<file path="src/rtl/sim_pcie_axis_traffic_gen_if.sv">
// AXI-Stream bundle shared by the PCIe user-side RX source and TX sink.
// master drives the beat, slave drives tready; tuser only flows on RX.
interface sim_pcie_axis_traffic_gen_if #(
  parameter int DATA_WIDTH = 32
) ();
  logic [DATA_WIDTH-1:0]   tdata;
  logic [DATA_WIDTH/8-1:0] tkeep;
  logic                    tlast;
  logic                    tvalid;
  logic                    tready;
  logic [21:0]             tuser;

  modport master (
    output tdata,
    output tkeep,
    output tlast,
    output tvalid,
    output tuser,
    input  tready
  );

  modport slave (
    input  tdata,
    input  tkeep,
    input  tlast,
    input  tvalid,
    output tready
  );
endinterface

</file>
<file path="src/rtl/sim_pcie_axis_traffic_gen.sv">
// Simulation stand-in for a PCIe endpoint user interface: RX pattern
// generator with per-function lengths, TX pattern/length checking sink.
module sim_pcie_axis_traffic_gen #(
  parameter int DATA_WIDTH     = 32,
  parameter int NUM_FUNCS      = 2,
  parameter int LINKUP_TIMEOUT = 16,
  parameter int GAP_CYCLES     = 2,
  parameter int TX_THROTTLE    = 0
) (
  input  logic                    clk,
  input  logic                    rst_n,
  output logic                    user_lnk_up,
  input  logic [2:0]              cfg_function_number,
  input  logic [NUM_FUNCS*16-1:0] func_len_dw,
  input  logic                    rx_enable,
  sim_pcie_axis_traffic_gen_if.master m_axis_rx,
  sim_pcie_axis_traffic_gen_if.slave  s_axis_tx,
  output logic [15:0]             rx_pkt_count,
  output logic [15:0]             tx_pkt_count,
  output logic [31:0]             tx_beat_count,
  output logic                    tx_err
);

  localparam int W  = DATA_WIDTH / 32;
  localparam int KW = DATA_WIDTH / 8;

  typedef struct packed {
    logic [DATA_WIDTH-1:0] data;
    logic [KW-1:0]         keep;
    logic                  last;
  } beat_t;

  typedef enum logic [1:0] {
    LINK_WAIT,
    IDLE,
    SEND,
    GAP
  } rx_state_t;

  // Lanes past the remaining DWORD count are blanked on the final beat.
  function automatic beat_t mk_beat(
    input logic [31:0] base,
    input logic [15:0] rem
  );
    beat_t b;
    b = '0;
    for (int i = 0; i < W; i++) begin
      if (rem > 16'(i)) begin
        b.data[32*i +: 32] = base + 32'(i);
        b.keep[4*i +: 4]   = 4'hF;
      end
    end
    b.last = (rem <= 16'(W));
    return b;
  endfunction

  logic [31:0] lnk_cnt;

  always_ff @(posedge clk) begin
    if (!rst_n) begin
      lnk_cnt     <= '0;
      user_lnk_up <= 1'b0;
    end else if (lnk_cnt != 32'(LINKUP_TIMEOUT)) begin
      lnk_cnt <= lnk_cnt + 32'd1;
    end else begin
      user_lnk_up <= 1'b1;
    end
  end

  logic [15:0] cfg_len;

  always_comb begin
    cfg_len = '0;
    for (int f = 0; f < NUM_FUNCS; f++) begin
      if (cfg_function_number == 3'(f)) begin
        cfg_len = func_len_dw[16*f +: 16];
      end
    end
  end

  rx_state_t   rx_state;
  logic [31:0] rx_dw;
  logic [15:0] rx_rem;
  logic [7:0]  gap_cnt;
  logic        rx_fire;
  logic [15:0] rx_take;
  beat_t       nxt_first;
  beat_t       nxt_cont;

  assign rx_fire   = m_axis_rx.tvalid && m_axis_rx.tready;
  assign rx_take   = (rx_rem < 16'(W)) ? rx_rem : 16'(W);
  assign nxt_first = mk_beat(rx_dw, cfg_len);
  assign nxt_cont  = mk_beat(rx_dw + 32'(W), rx_rem - 16'(W));

  always_ff @(posedge clk) begin
    if (!rst_n) begin
      rx_state         <= LINK_WAIT;
      rx_dw            <= '0;
      rx_rem           <= '0;
      gap_cnt          <= '0;
      rx_pkt_count     <= '0;
      m_axis_rx.tvalid <= 1'b0;
      m_axis_rx.tdata  <= '0;
      m_axis_rx.tkeep  <= '0;
      m_axis_rx.tlast  <= 1'b0;
      m_axis_rx.tuser  <= '0;
    end else begin
      unique case (rx_state)
        LINK_WAIT: begin
          if (user_lnk_up) rx_state <= IDLE;
        end
        IDLE: begin
          if (rx_enable && cfg_len != 16'd0) begin
            rx_state         <= SEND;
            rx_rem           <= cfg_len;
            m_axis_rx.tvalid <= 1'b1;
            {m_axis_rx.tdata,
             m_axis_rx.tkeep,
             m_axis_rx.tlast} <= nxt_first;
            m_axis_rx.tuser  <= 22'd1 <<
              (22'(cfg_function_number) + 22'd2);
          end
        end
        SEND: begin
          if (rx_fire) begin
            rx_dw <= rx_dw + 32'(rx_take);
            if (m_axis_rx.tlast) begin
              m_axis_rx.tvalid <= 1'b0;
              m_axis_rx.tdata  <= '0;
              m_axis_rx.tkeep  <= '0;
              m_axis_rx.tlast  <= 1'b0;
              m_axis_rx.tuser  <= '0;
              rx_pkt_count     <= rx_pkt_count + 16'd1;
              gap_cnt          <= '0;
              rx_state <= (GAP_CYCLES == 0) ? IDLE : GAP;
            end else begin
              rx_rem <= rx_rem - 16'(W);
              {m_axis_rx.tdata,
               m_axis_rx.tkeep,
               m_axis_rx.tlast} <= nxt_cont;
            end
          end
        end
        GAP: begin
          if (gap_cnt == 8'(GAP_CYCLES - 1)) rx_state <= IDLE;
          else gap_cnt <= gap_cnt + 8'd1;
        end
        default: rx_state <= LINK_WAIT;
      endcase
    end
  end

  logic        tx_fire;
  logic [15:0] tx_n;
  logic        tx_bad;
  logic [31:0] tx_dw;
  logic [16:0] tx_acc;
  logic [16:0] tx_total;
  logic [15:0] tx_len_q;
  logic [15:0] tx_exp_len;
  logic        tx_in_pkt;
  logic [15:0] thr_cnt;

  assign tx_fire    = s_axis_tx.tvalid && s_axis_tx.tready;
  assign tx_exp_len = tx_in_pkt ? tx_len_q : cfg_len;
  assign tx_total   = tx_acc + {1'b0, tx_n};

  // Lane index, not packed position, selects the expected value.
  always_comb begin
    tx_n   = '0;
    tx_bad = 1'b0;
    for (int i = 0; i < W; i++) begin
      if (|s_axis_tx.tkeep[4*i +: 4]) begin
        tx_n = tx_n + 16'd1;
        if (s_axis_tx.tdata[32*i +: 32] != tx_dw + 32'(i))
          tx_bad = 1'b1;
      end
    end
  end

  always_ff @(posedge clk) begin
    if (!rst_n) begin
      s_axis_tx.tready <= 1'b0;
      tx_dw            <= '0;
      tx_acc           <= '0;
      tx_len_q         <= '0;
      tx_in_pkt        <= 1'b0;
      thr_cnt          <= '0;
      tx_beat_count    <= '0;
      tx_pkt_count     <= '0;
      tx_err           <= 1'b0;
    end else begin
      s_axis_tx.tready <= user_lnk_up;
      if (tx_fire) begin
        tx_beat_count <= tx_beat_count + 32'd1;
        tx_dw         <= tx_dw + 32'(tx_n);
        if (tx_bad) tx_err <= 1'b1;
        if (s_axis_tx.tlast) begin
          tx_pkt_count <= tx_pkt_count + 16'd1;
          tx_in_pkt    <= 1'b0;
          tx_acc       <= '0;
          if (tx_total != {1'b0, tx_exp_len}) tx_err <= 1'b1;
        end else begin
          tx_in_pkt <= 1'b1;
          tx_acc    <= tx_total;
          tx_len_q  <= tx_exp_len;
        end
        if (TX_THROTTLE != 0) begin
          if (thr_cnt == 16'(TX_THROTTLE - 1)) begin
            thr_cnt          <= '0;
            s_axis_tx.tready <= 1'b0;
          end else begin
            thr_cnt <= thr_cnt + 16'd1;
          end
        end
      end
    end
  end

endmodule

</file>
<file path="src/flat_wrapper.sv">
// flat-port wrapper written by rule: the top's interface ports become plain ports
module sim_pcie_axis_traffic_gen_flat 
#(
  parameter int DATA_WIDTH     = 32,
  parameter int NUM_FUNCS      = 2,
  parameter int LINKUP_TIMEOUT = 16,
  parameter int GAP_CYCLES     = 2,
  parameter int TX_THROTTLE    = 0
)
  (clk, rst_n, user_lnk_up, cfg_function_number, func_len_dw, rx_enable, rx_pkt_count, tx_pkt_count, tx_beat_count, tx_err, m_axis_rx_tdata, m_axis_rx_tkeep, m_axis_rx_tlast, m_axis_rx_tvalid, m_axis_rx_tuser, m_axis_rx_tready, s_axis_tx_tdata, s_axis_tx_tkeep, s_axis_tx_tlast, s_axis_tx_tvalid, s_axis_tx_tready);
  sim_pcie_axis_traffic_gen_if #(.DATA_WIDTH(DATA_WIDTH)) m_axis_rx_i ();
  sim_pcie_axis_traffic_gen_if #(.DATA_WIDTH(DATA_WIDTH)) s_axis_tx_i ();
  input  logic clk;
  input  logic rst_n;
  output logic user_lnk_up;
  input  logic [2:0] cfg_function_number;
  input  logic [NUM_FUNCS*16-1:0] func_len_dw;
  input  logic rx_enable;
  output logic [15:0] rx_pkt_count;
  output logic [15:0] tx_pkt_count;
  output logic [31:0] tx_beat_count;
  output logic tx_err;
  output wire logic [$bits(m_axis_rx_i.tdata)-1:0] m_axis_rx_tdata;
  output wire logic [$bits(m_axis_rx_i.tkeep)-1:0] m_axis_rx_tkeep;
  output wire logic [$bits(m_axis_rx_i.tlast)-1:0] m_axis_rx_tlast;
  output wire logic [$bits(m_axis_rx_i.tvalid)-1:0] m_axis_rx_tvalid;
  output wire logic [$bits(m_axis_rx_i.tuser)-1:0] m_axis_rx_tuser;
  input wire logic [$bits(m_axis_rx_i.tready)-1:0] m_axis_rx_tready;
  input wire logic [$bits(s_axis_tx_i.tdata)-1:0] s_axis_tx_tdata;
  input wire logic [$bits(s_axis_tx_i.tkeep)-1:0] s_axis_tx_tkeep;
  input wire logic [$bits(s_axis_tx_i.tlast)-1:0] s_axis_tx_tlast;
  input wire logic [$bits(s_axis_tx_i.tvalid)-1:0] s_axis_tx_tvalid;
  output wire logic [$bits(s_axis_tx_i.tready)-1:0] s_axis_tx_tready;
  assign m_axis_rx_tdata = m_axis_rx_i.tdata;
  assign m_axis_rx_tkeep = m_axis_rx_i.tkeep;
  assign m_axis_rx_tlast = m_axis_rx_i.tlast;
  assign m_axis_rx_tvalid = m_axis_rx_i.tvalid;
  assign m_axis_rx_tuser = m_axis_rx_i.tuser;
  assign m_axis_rx_i.tready = m_axis_rx_tready;
  assign s_axis_tx_i.tdata = s_axis_tx_tdata;
  assign s_axis_tx_i.tkeep = s_axis_tx_tkeep;
  assign s_axis_tx_i.tlast = s_axis_tx_tlast;
  assign s_axis_tx_i.tvalid = s_axis_tx_tvalid;
  assign s_axis_tx_tready = s_axis_tx_i.tready;
  sim_pcie_axis_traffic_gen #(.DATA_WIDTH(DATA_WIDTH), .NUM_FUNCS(NUM_FUNCS), .LINKUP_TIMEOUT(LINKUP_TIMEOUT), .GAP_CYCLES(GAP_CYCLES), .TX_THROTTLE(TX_THROTTLE)) u_core (.clk(clk), .rst_n(rst_n), .user_lnk_up(user_lnk_up), .cfg_function_number(cfg_function_number), .func_len_dw(func_len_dw), .rx_enable(rx_enable), .m_axis_rx(m_axis_rx_i), .s_axis_tx(s_axis_tx_i), .rx_pkt_count(rx_pkt_count), .tx_pkt_count(tx_pkt_count), .tx_beat_count(tx_beat_count), .tx_err(tx_err));
endmodule
</file>
<file path="config.mk">
export PLATFORM = sky130hd
export DESIGN_NAME = sim_pcie_axis_traffic_gen_flat
export DESIGN_NICKNAME = d
export VERILOG_FILES = /design/src/rtl/sim_pcie_axis_traffic_gen_if.sv /design/src/rtl/sim_pcie_axis_traffic_gen.sv /design/src/flat_wrapper.sv
export SDC_FILE = /design/constraint.sdc
export NUM_CORES = 1
export LEC_CHECK = 0
export CAP_MARGIN = 20
export CORE_MARGIN = 3
export CORE_UTILIZATION = 50
export CTS_CLUSTER_DIAMETER = 200
export CTS_CLUSTER_SIZE = 24
export DETAILED_ROUTE_END_ITERATION = 12
export HOLD_SLACK_MARGIN = 0.15
export PLACE_DENSITY = 0.82
export SYNTH_ARGS = -nofsm -noshare
export SYNTH_HDL_FRONTEND = slang
export SYNTH_SLANG_ARGS = --single-unit
</file>
<file path="constraint.sdc">
create_clock -name clk -period 9.4 [get_ports clk]
set_clock_uncertainty 0.1 [all_clocks]
set_input_delay 1.88 -clock clk [delete_from_list [all_inputs] [get_ports clk]]
set_output_delay 1.88 -clock clk [all_outputs]
set_load 0.02 [all_outputs]
</file>
Yosys cells after proc, flatten, opt, wreduce, memory -nomap -nowiden
Index checks and enable logic that the tools add are counted.
Widths: inputs -> output; s select.
{"block": "op_classes", "add_sub_neg": 11, "n_shift": 1, "multipliers": 0, "magnitude_cmp": 5, "n_mux": 48, "n_eq_ne": 15, "n_reduce_logical": 18, "n_bitwise": 1, "div": 0}
{"op": "$mux 16", "n": 7}
{"op": "$add 32x1->32 const B", "n": 3}
{"op": "$mux 32", "n": 3}
{"op": "$mux 36", "n": 2}
{"op": "$mux 22", "n": 3}
{"op": "$pmux 32 s2", "n": 1}
{"op": "$pmux 22 s2", "n": 1}
{"op": "$add 16x1->16 const B", "n": 2}
{"op": "$add 32x1->32", "n": 1}
{"op": "$add 32x16->32", "n": 1}
{"op": "$gt 16x1->1 const B", "n": 2}
{"op": "$le 16x1->1 const B", "n": 2}
{"op": "$ne 32x32->1", "n": 1}
{"op": "$ne 32x5->1 const B", "n": 1}
{"op": "$pmux 16 s2", "n": 1}
{"op": "$mux 8", "n": 3}
{"op": "$shl 1x22->22 const A", "n": 1}
{"op": "$add 17x1->17", "n": 1}
{"op": "$mux 17", "n": 1}
{"op": "$ne 17x16->1", "n": 1}
{"op": "$lt 16x1->1 const B", "n": 1}
{"op": "$pmux 8 s2", "n": 1}
{"op": "$reduce_bool 16->1", "n": 1}
{"op": "$sub 16x1->16 const B", "n": 1}
{"op": "24 further kinds", "n": 57}
{"block": "totals", "word_cells": 119, "out_inout_bits": 127, "input_bits": 77, "latch_bits": 0, "mem_count": 0, "ramBits": 0, "reg_bits": 283, "mem_bits_ro": 0}

Depth between registers and ports, before layout
{"block": "logic_depth", "depth_word": 7, "mapped_depth": 18, "mapped_depth_nobuf": 16}

Worst setup path after synthesis
No wires, ideal clock.
{"block": "synth_timing", "path_kind": "reg-to-reg", "from": "reg u_core.rx_rem[0]", "to": "reg u_core.rx_dw[28]", "synth_period_minus_slack_ns": 4.706, "path_buffers": 2, "setup_ns": 0.115, "required_time_ns": 9.185, "arrival_ns": 4.491, "stages_incl_launch_ff": 19, "setup_slack_ns": 4.694, "path_cell_list": "dfxtp_1 -> clkbuf_1 -> inv_1 -> ha_1 -> nor3b_1 -> nand4b_1 -> nor4_1 -> nand2_1 -> or3_1 -> ha_1 -> fa_1 -> a211oi_1 -> o21ai_0 -> and3_1 -> o311ai_0 -> o211a_1 -> clkbuf_1 -> nor3_1 -> o21a_1"}
{"block": "synth_via", "elab_chain_len": 3}
{"item": "from (decl)", "line": "sim_pcie_axis_traffic_gen.sv:83", "text": "logic [15:0] rx_rem;"}
{"item": "from (signal assigned)", "line": "sim_pcie_axis_traffic_gen.sv:115", "text": "rx_rem <= cfg_len;"}
{"item": "from (signal assigned)", "line": "sim_pcie_axis_traffic_gen.sv:137", "text": "rx_rem <= rx_rem - 16'(W);"}
{"item": "$lt 16x1->1", "line": "sim_pcie_axis_traffic_gen.sv:91", "text": "assign rx_take = (rx_rem < 16'(W)) ? rx_rem : 16'(W);"}
{"item": "$mux 16 (*)", "line": "sim_pcie_axis_traffic_gen.sv:91"}
{"item": "$add 32x16->32 (*)", "line": "sim_pcie_axis_traffic_gen.sv:126", "text": "rx_dw <= rx_dw + 32'(rx_take);"}
{"item": "to (signal assigned)", "line": "sim_pcie_axis_traffic_gen.sv:126"}
{"item": "to (decl)", "line": "sim_pcie_axis_traffic_gen.sv:82", "text": "logic [31:0] rx_dw;"}
Every way passes the cells marked *; elsewhere a longest branch is shown, timed or not.
A chain may end at the register's enable or synchronous reset.

Worst setup path in the final report
{"block": "layout_timing", "from": "reg u_core.rx_rem[0]", "to": "reg u_core.rx_dw[16]"}
Same word-level chain as after synthesis.

==> metrics.log <==
INFO  metric maxCapViolations = 0
INFO  metric drc = 0
INFO  metric viasPerCell = 5.81
INFO  metric share_of_post_route_cells_with_drive_strength_above_1 = 2.83%
INFO  metric vdd.ir_drop.worst = 118 uV
INFO  metric r2r_setup_slack = 3840 ps
INFO  metric ioPinCount = 204
INFO  metric clk_latency = 490 ps
INFO  metric fin_setup_tns = 0 ps
INFO  metric worstPathMaxFanout = 11
INFO  metric nets = 2098
INFO  metric clock-root-buffer = sky130_fd_sc_hd__clkbuf_16
INFO  metric setup_ws = 3840 ps
INFO  metric type_of_the_setup_path_with_the_least_slack = flop to flop
INFO  metric dp.cells = 2349
INFO  metric remaining_antenna_violation_count_after_routing = 0
INFO  metric timing.rr.start = u_core.rx_rem[0]
INFO  metric floorplan.die.width = 178 um
INFO  metric place.port_buffers = 197
INFO  metric dr.max_layer_used = met4
INFO  metric synth_warnings = 0
INFO  metric cts.sink_count = 274
INFO  metric final_slew_viol_count = 0
INFO  metric postSynth.asyncResetShare = 0%
INFO  metric hp-class = flop to flop
INFO  metric postSynthAreaPerCell = 7.98 um^2
INFO  metric yosysSeqAreaShare = 37.3%
INFO  metric n_fill_cell = 2571
INFO  metric period_share = 59.2%
INFO  metric dieArea = 0.0315 mm^2
INFO  metric clock_tree.htree_level_count = 1
INFO  metric p_per_area = 140 mW/mm^2
INFO  metric share_clk_of_total_power = 28.1%
INFO  metric power.share.sequential = 51.6%
INFO  metric cts_tree = done
INFO  metric commonest_cells_after_routing_fill_and_taps_aside = sky130_fd_sc_hd__dfxtp_1, sky130_fd_sc_hd__nor2_1, sky130_fd_sc_hd__clkdlybuf4s50_1, sky130_fd_sc_hd__nand2_1, sky130_fd_sc_hd__a21oi_1
INFO  metric stdcell_count = 2366
INFO  metric combinationalPowerShare = 20.4%
INFO  metric post_cts_resized = 0
INFO  metric detailedPlacementHpwl = 27500 um
INFO  metric diodes = 0
INFO  metric clkSlewWorstSetupHoldPaths = 100 ps
INFO  metric finalWorstPathRequiredPeriod = 5560 ps
INFO  metric worstReg2RegEnd = u_core.rx_dw[16]
INFO  metric worst-endpoint-required = 9680 ps
INFO  metric total_leakage_power = 5.85 nW
INFO  metric setup.worst_path.start = u_core.rx_rem[0]
INFO  metric crit_path_start_kind = flop
INFO  metric switching_power = 0.716 mW
INFO  metric critical_path.endpoint_type = flop
INFO  metric cell_internal_pwr = 1.70 mW
INFO  metric multiInputGateArea = 0.00871 mm^2
INFO  metric clock_path_buffers = 3
INFO  metric dr.pass1.iters = 8
INFO  metric syn_to_final_growth = 17.5%
INFO  metric dr.first_iter.drc_count = 1012
INFO  metric cts_buffers = 15
INFO  metric grt_start_max_net_pins = 132
INFO  metric worstMarginPinSlew = 1100 ps
INFO  metric synth_edf_count = 0
INFO  metric post_placement_setup_slack = 3960 ps
INFO  metric seq_area = 0.00549 mm^2
INFO  metric setup_repair_bufs_after_cts = 0
INFO  metric endpoint = u_core.rx_dw[16]
INFO  metric sum_of_overflow_across_all_layers_after_global_routing = 0
INFO  metric core-area = 0.0289 mm^2
INFO  metric holdBufCountCts = 0
INFO  metric num_rows = 62
INFO  metric final_common_cell = sky130_fd_sc_hd__dfxtp_1
INFO  metric wl_met1 = 16800 um
INFO  metric detailroute.wirelength.met3 = 2200 um
INFO  metric outcome = finished, final reports clean
INFO  metric synth.distinct_cells = 78
INFO  metric wl_met2 = 18600 um
INFO  metric number_of_global_route_vias_before_repair = 12.9k
INFO  metric grt_first_pass_wirelength = 63200 um
INFO  metric die_h = 178 um
INFO  metric worst_r2r_path_depth = 16
INFO  metric setup_viol = 0
INFO  metric wl_per_cell = 16.4 um
INFO  metric rsz_0062_raised_after_global_routing = no
INFO  metric synthesis.area = 0.0147 mm^2
INFO  metric postLayoutCoreUtil = 59.9%
INFO  metric antenna_violations_before_repair = 0
INFO  metric synth-seq-cells = 274
INFO  metric routed-via-count = 13.7k
INFO  metric p_sw_share = 29.6%
INFO  metric synthCells = 1845
INFO  metric finalHoldViolations = 0
INFO  metric achievable-frequency = 180 MHz
INFO  metric critPathArrivalTime = 5840 ps
INFO  metric globalRouteTotalUtil = 23.6%
INFO  metric maxSlewHeadroom = 26.6%
INFO  metric ys_dominant_reg_cell = sky130_fd_sc_hd__dfxtp_1
INFO  metric wirelength = 38900 um
INFO  metric initial_core_util = 51.0%
INFO  metric gpl.final_weighted_congestion = 0.937
cell type report:
cell class,count,share of cell area [%]
repair buffers,209,11.9
clock buffers,15,2.17
inverters,41,0.919
well taps,384,2.78
clock inverters,1,0.0941
multi-input cells,1442,50.4
flip-flops and latches,274,31.7
metrics by stage:
| step | power [mW] | cell area, um^2 | hold slack (ps) |
|---|---|---|---|
| 6_report | 2.42 | 17300 | 361 |
| 5_1_grt | 2.53 | 17300 | 388 |
| 4_1_cts | 2.43 | 17300 | 360 |
| 3_5_place_dp | 1.76 | 16900 | 347 |
| 3_3_place_gp | 1.75 | 16900 | 340 |
| 2_1_floorplan | 1.57 | 14800 | 332 |
routing by layer:
metal  vias to the layer above  global-route usage (%)
met4                         0                    7.76
li1                       6749                       -
met2                       406                    40.0
met1                      6516                    31.3
met3                        77                    2.70
met5                         -                       0
worst max-delay path, cell delays in order (launching register included):
cell                       delay (ps)
sky130_fd_sc_hd__dfxtp_1          450
sky130_fd_sc_hd__inv_1            140
sky130_fd_sc_hd__ha_1             280
sky130_fd_sc_hd__nor3b_1          350
sky130_fd_sc_hd__nand4b_1         220
sky130_fd_sc_hd__nor4_1           430
sky130_fd_sc_hd__nand2_1          190
sky130_fd_sc_hd__or3_1            370
sky130_fd_sc_hd__ha_1             230
sky130_fd_sc_hd__fa_1             430
sky130_fd_sc_hd__a211oi_1         430
sky130_fd_sc_hd__o21ai_0          260
sky130_fd_sc_hd__and3_1           220
sky130_fd_sc_hd__o311ai_0         640
sky130_fd_sc_hd__o211a_1          430
sky130_fd_sc_hd__xnor2_1          100
sky130_fd_sc_hd__and2_1           170
how the worst min path moves through the flow:
stage / from / endpoint / slack (ps) / cells after the start
floorplan: u_core.tx_len_q[5] / u_core.tx_len_q[5] / 330 / 2
global placement: u_core.tx_len_q[5] / u_core.tx_len_q[5] / 340 / 2
detailed placement: u_core.tx_len_q[3] / u_core.tx_len_q[3] / 350 / 2
CTS: u_core.tx_len_q[3] / u_core.tx_len_q[3] / 360 / 2
global route: u_core.m_axis_rx.tuser[1] / u_core.m_axis_rx.tuser[1] / 390 / 1
finish: u_core.tx_len_q[10] / u_core.tx_len_q[10] / 360 / 2
synth_stat cells (5+ instances only):
| master | n | area (um^2) |
|---|---|---|
| sky130_fd_sc_hd__dfxtp_1 | 274 | 5490 |
| sky130_fd_sc_hd__nor2_1 | 215 | 807 |
| sky130_fd_sc_hd__nand2_1 | 169 | 634 |
| sky130_fd_sc_hd__a21oi_1 | 158 | 791 |
| sky130_fd_sc_hd__o21ai_0 | 128 | 641 |
| sky130_fd_sc_hd__xnor2_1 | 99 | 867 |
| sky130_fd_sc_hd__clkbuf_1 | 78 | 293 |
| sky130_fd_sc_hd__xor2_1 | 78 | 683 |
| sky130_fd_sc_hd__nand3_1 | 67 | 335 |
| sky130_fd_sc_hd__nor3_1 | 59 | 295 |
| sky130_fd_sc_hd__or3_1 | 48 | 300 |
| sky130_fd_sc_hd__nand4_1 | 47 | 294 |
| sky130_fd_sc_hd__inv_1 | 41 | 154 |
| sky130_fd_sc_hd__ha_1 | 37 | 463 |
| sky130_fd_sc_hd__and3_1 | 30 | 188 |
| sky130_fd_sc_hd__nor4_1 | 28 | 175 |
| sky130_fd_sc_hd__and2_1 | 27 | 169 |
| sky130_fd_sc_hd__a31oi_1 | 26 | 163 |
| sky130_fd_sc_hd__mux2i_1 | 17 | 170 |
| sky130_fd_sc_hd__o31ai_1 | 15 | 113 |
| sky130_fd_sc_hd__o22ai_1 | 12 | 75.1 |
| sky130_fd_sc_hd__or4_1 | 12 | 90.1 |
| sky130_fd_sc_hd__a211oi_1 | 11 | 82.6 |
| sky130_fd_sc_hd__nand2b_1 | 11 | 68.8 |
| sky130_fd_sc_hd__buf_4 | 10 | 75.1 |
| sky130_fd_sc_hd__a21o_1 | 9 | 67.6 |
| sky130_fd_sc_hd__and4_1 | 9 | 78.8 |
| sky130_fd_sc_hd__buf_1 | 9 | 33.8 |
| sky130_fd_sc_hd__a22oi_1 | 8 | 60.1 |
| sky130_fd_sc_hd__buf_2 | 8 | 40.0 |
| sky130_fd_sc_hd__nor2b_1 | 5 | 31.3 |
| sky130_fd_sc_hd__nor3b_1 | 5 | 37.5 |
| sky130_fd_sc_hd__nor4b_1 | 5 | 43.8 |
| sky130_fd_sc_hd__or2_2 | 5 | 31.3 |
registers in the layout (all words and copies together), names as in the netlist, 2 cells and up:
name	flops
u_core.tx_len_q	16
u_core.rx_pkt_count	16
u_core.tx_dw	32
u_core.tx_pkt_count	16
u_core.m_axis_rx.tuser	16
u_core.lnk_cnt	32
u_core.rx_state	2
u_core.tx_acc	17
u_core.gap_cnt	8
u_core.rx_dw	32
u_core.tx_beat_count	32
u_core.rx_rem	16
u_core.m_axis_rx.tdata	32
logic make-up after synthesis:
kind of cell               synth area share (%)
muxes                                      1.73
DFF                                        37.3
other                                    0.0255
xor gates and xnor gates                   11.3
AOI/OAI and AO/OA                          16.7
and+or+nand+nor                            25.5
adders and majority gates                  3.28
buffers and inverters                      4.20
power groups by stage:
stage / Combinational [mW] / Sequential (mW) / Clock (mW)
after global routing: 0.536 / 1.25 / 0.739
after floorplan: 0.265 / 1.30 / 0
after global placement: 0.476 / 1.27 / 0
after detailed placement: 0.485 / 1.27 / 0
final: 0.493 / 1.25 / 0.679
after CTS: 0.488 / 1.25 / 0.698
Note: power is estimated with default switching activity, not from simulation.
==> RTL edit 1 (config.mk and constraints unchanged) <==
`TX_THROTTLE` is set to 0 in 2 places; all go to 1.
--- a/src/rtl/sim_pcie_axis_traffic_gen.sv
+++ b/src/rtl/sim_pcie_axis_traffic_gen.sv
@@ -6,5 +6,5 @@
   parameter int LINKUP_TIMEOUT = 16,
   parameter int GAP_CYCLES     = 2,
-  parameter int TX_THROTTLE    = 0
+  parameter int TX_THROTTLE    = 1
 ) (
   input  logic                    clk,
--- a/src/flat_wrapper.sv
+++ b/src/flat_wrapper.sv
@@ -6,5 +6,5 @@
   parameter int LINKUP_TIMEOUT = 16,
   parameter int GAP_CYCLES     = 2,
-  parameter int TX_THROTTLE    = 0
+  parameter int TX_THROTTLE    = 1
 )
   (clk, rst_n, user_lnk_up, cfg_function_number, func_len_dw, rx_enable, rx_pkt_count, tx_pkt_count, tx_beat_count, tx_err, m_axis_rx_tdata, m_axis_rx_tkeep, m_axis_rx_tlast, m_axis_rx_tvalid, m_axis_rx_tuser, m_axis_rx_tready, s_axis_tx_tdata, s_axis_tx_tkeep, s_axis_tx_tlast, s_axis_tx_tvalid, s_axis_tx_tready);
Check against the original RTL: same outputs for any inputs over 10 cycles, from zero or initial values and one cycle with rst_n low; that may be too few to reach the edited logic, so the function may still have changed.
==> RTL edit 1 against the original RTL <==
Sequential cell count increased by 16; cell area rose by 6.7%; sequential share of layout area decreased by 0.27 points; combinational power up 69%; largest cell class unchanged; area after synthesis is 8.0% higher; critical path depth down 2; clock power up 11%; total power grew 24%; worst setup slack improved by 0.39 ns; non-clock buffer count increased by 2; routed wire length is 9.6% higher; sequential power grew 12%; global-route usage up 0.56 points.
==> RTL edit 1: results (changes against the original RTL) <==
* Sw Share: 33.63% (+4.0 points)
- The net count reported at finish came to 2204 (+5.1%).
- The post-detailed-route wirelength per cell came to 17.16 µm (+4.5%).
- Instance area at placement: 17960 µm² (+6.4%)
- The latest clock arrival within the worst-skew pair was 0.52 ns (+0.03 ns).
- Sequential share of the synthesized area: 36.53% (-0.74 points)
- The number of cells after detailed placement was 2463 (+4.9%).
* Number of iterations in the first detailed-routing pass: 5 (-3)
- Maximum frequency from static timing analysis: 193.5 MHz (+7.6%)
- Largest net degree at the start of global routing: 104 (-21%)
- The count of routing violations after the opening detailed-route iteration came to 1257 (+24%).
* Leakage power total: 0.006402 µW (+9.4%)
- Via Count: 14682 (+6.8%)
- Run status: complete, no violations
* Ratio of cells with drive above 1 in the final layout: 3.690% (+0.86 points)
- RePlAce Congestion: 0.9096 (-2.9%)
* Data arrival time of the critical path: 5.51 ns (-0.33 ns)
- The first-pass GRT wire length was 69190 µm (+9.4%).
- For this design, the slowest cell found on the critical path is sky130_fd_sc_hd__a221oi_2.
* Hold Crit Endpoint: u_core.tx_acc[0]$_SDFFE_PN0P_
- The measured slew at the worst slew-check pin is 1.125 ns (+0.02388 ns).
* Worst Hold Margin: 0.3645 ns (+0.003407 ns)
- Pre-CTS setup slack: 4.315 ns (+0.3567 ns)
- Worst R2R End: u_core.rx_dw[17]$_SDFFE_PN0P_
* Crit-path leading delay family: compound AO/OA/AOI/OAI gates
- The largest fanout on the critical path was 16 (+5).
- R2R cell count: 14 (-2)
* Max IR drop VDD: 0.1736 mV (+48%)
* Power drawn by the sequential cells: 1400 µW (+12%)
## RTL edit 1: cell types whose count changed after synthesis, moves of 14 or more
| cell | delta |
|---|---|
| sky130_fd_sc_hd__a21oi_1 | -29 |
| sky130_fd_sc_hd__and3_1 | +16 |
| sky130_fd_sc_hd__dfxtp_1 | +16 |
| sky130_fd_sc_hd__nand3_1 | +28 |
| sky130_fd_sc_hd__nand3b_1 | +14 |
| sky130_fd_sc_hd__nand4_1 | +16 |
| sky130_fd_sc_hd__nor2_1 | +19 |
| sky130_fd_sc_hd__o21ai_0 | -25 |
| sky130_fd_sc_hd__or3_1 | -20 |
## RTL edit 1: logic make-up (layout without fill, tap and decap cells)
kind of cell             Yosys count  after routing  synth area share (%)
AND/OR/NAND/NOR                  837            837                 26.42
AO/OA/AOI/OAI                    416            416                 16.87
flip-flops                       290            290                 36.53
XOR/XNOR                         199            199                 10.97
buffers and inverters            146            259                 4.252
adder cells (fa/ha/maj)           40             40                 3.197
multiplexers                      26             26                 1.748
other                              1             20               0.02360
## RTL edit 1: metal layers
| layer | GRT usage, % | vias to the layer above | wire [µm] |
|---|---|---|---|
| met5 | 0 | - | 0 |
| met4 | 7.015 | 0 | 1263 |
| met3 | 2.704 | 81 | 2729 |
| met2 | 41.35 | 521 | 20020 |
| met1 | 32.35 | 6904 | 18610 |
| li1 | - | 7176 | - |
## RTL edit 1: cell type report
| type | instances | area, µm² |
|---|---|---|
| clock inverters | 1 | 30.03 |
| fillers | 2692 | 12540 |
| inverters | 30 | 117.6 |
| multi-input cells | 1538 | 9485 |
| clock buffers | 17 | 425.4 |
| repair buffers | 211 | 2092 |
| well taps | 396 | 495.5 |
| flip-flops and latches | 290 | 5806 |
==> RTL edit 2 (config.mk and constraints unchanged) <==
Made on the original files. Encoding of `rx_state_t`: now one-hot (4 bits for 4 states).
--- a/src/rtl/sim_pcie_axis_traffic_gen.sv
+++ b/src/rtl/sim_pcie_axis_traffic_gen.sv
@@ -31,9 +31,9 @@
   } beat_t;
 
-  typedef enum logic [1:0] {
-    LINK_WAIT,
-    IDLE,
-    SEND,
-    GAP
+  typedef enum logic [3:0] {
+    LINK_WAIT = 4'b0001,
+    IDLE      = 4'b0010,
+    SEND      = 4'b0100,
+    GAP       = 4'b1000
   } rx_state_t;
 
Formal check against the unedited RTL: same outputs for any inputs over 10 cycles, from zero or initial values and one cycle with rst_n low; not proved beyond that.
==> RTL edit 2 against the original RTL <==
Sequential share of layout area grew 0.15 points; worst setup slack gained 0.13 ns; area after synthesis is 0.32% higher; first-iteration DRC count rose by 27%; sequential cell count up 2; routed wire length rose by 2.3%; synthesized cell count up 0.27%; cell area increased by 0.27%; largest cell class unchanged.
Power is not compared: it rests on default switching activity, and its combinational part moved more than twofold at a synthesized area within 25%.
==> RTL edit 2: results (changes against the original RTL) <==
* Adder and majority cell fraction of the synthesized area: 2.932% (-0.35 points)
* Main area contributors after synthesis: sky130_fd_sc_hd__dfxtp_1 37%, sky130_fd_sc_hd__nor2_1 5.6%, sky130_fd_sc_hd__xnor2_1 5.4%
* Global-route met2 utilization: 41.47% (+1.4 points)
- R2R cell count: 15 (-1)
- RePlAce Congestion: 0.8722 (-6.9%)
- The worst hold margin is 0.3609 ns (-0.0002430 ns).
- Sequential share of the synthesized area: 37.42% (+0.15 points)
- R2R Setup Slk: 3.97 ns (+0.13 ns)
* Headroom to the max-slew limit: 29.05% (+2.5 points)
- Final min period: 5.433 ns (-0.1292 ns)
- Number of fill cells: 2480 (-3.5%)
- Drt first-iter violations: 1289 (+27%)
- Global-route wire length before repair: 64270 µm (+1.6%)
- Most instantiated cells after synthesis: 276 x sky130_fd_sc_hd__dfxtp_1, 220 x sky130_fd_sc_hd__nor2_1, 193 x sky130_fd_sc_hd__nand2_1
* Number of library cell types mapped by synthesis: 73 (-6.4%)
- The post-detailed-route wirelength per cell is 16.74 µm (+1.9%).
* Met1 capacity usage during global routing: 31.96% (+0.62 points)
* Post-route insts no fill: 2374 (+0.34%)
- The most critical setup path has its endpoint at u_core.rx_dw[26]$_SDFFE_PN0P_.
- The worst hold path terminates at u_core.tx_len_q[3]$_SDFFE_PN0P_.
* Detailed-route wire length on metal 1: 17130 µm (+2.0%)
- The post-synthesis compound-gate area fraction was 17.47% (+0.82 points).
* Run status: complete, no violations
* Final total power: ~2000 µW
* Largest net degree at the start of global routing: 140 (+6.1%)
- The share of post-route cells with drive strength above 1 is 2.814% (-0.011 points).
* Number of global-route vias before repair: 12890 (+0.047%)
- The post-synthesis area per instance was 7.981 µm² (about the same).
- The mux cell area share after synthesis came to 1.780% (+0.045 points).
- Via Count: 14104 (+2.6%)
* DR WL met2: 18670 µm (+0.18%)
==> RTL edit 2: cell count changes after synthesis, sizes merged, moves of 7 or more <==
cell / unedited run / this run
a21oi: 159 / 129
and4: 9 / 18
inv: 41 / 31
nand2: 169 / 193
nor3: 60 / 45
o211ai: 4 / 11
o21ai: 131 / 122
o22ai: 12 / 1
or3: 48 / 41
xnor2: 99 / 91
==> RTL edit 2: tightest hold or removal path: cells and delay by family (launching register included) <==
family / cells / cell delay (ns)
and+or+nand+nor: 1 / 0.05
DFF: 1 / 0.32
AOI/OAI and AO/OA: 1 / 0.05
==> RTL edit 2: cell type report <==
type | instances | area [µm²] | area share, %
multi-input cells | 1458 | 8760 | 50.54
flip-flops and latches | 276 | 5525 | 31.88
repair buffers | 209 | 2054 | 11.85
clock buffers | 15 | 375.4 | 2.166
inverters | 31 | 121.4 | 0.7002
well taps | 384 | 480.5 | 2.772
clock inverters | 1 | 16.27 | 0.09384
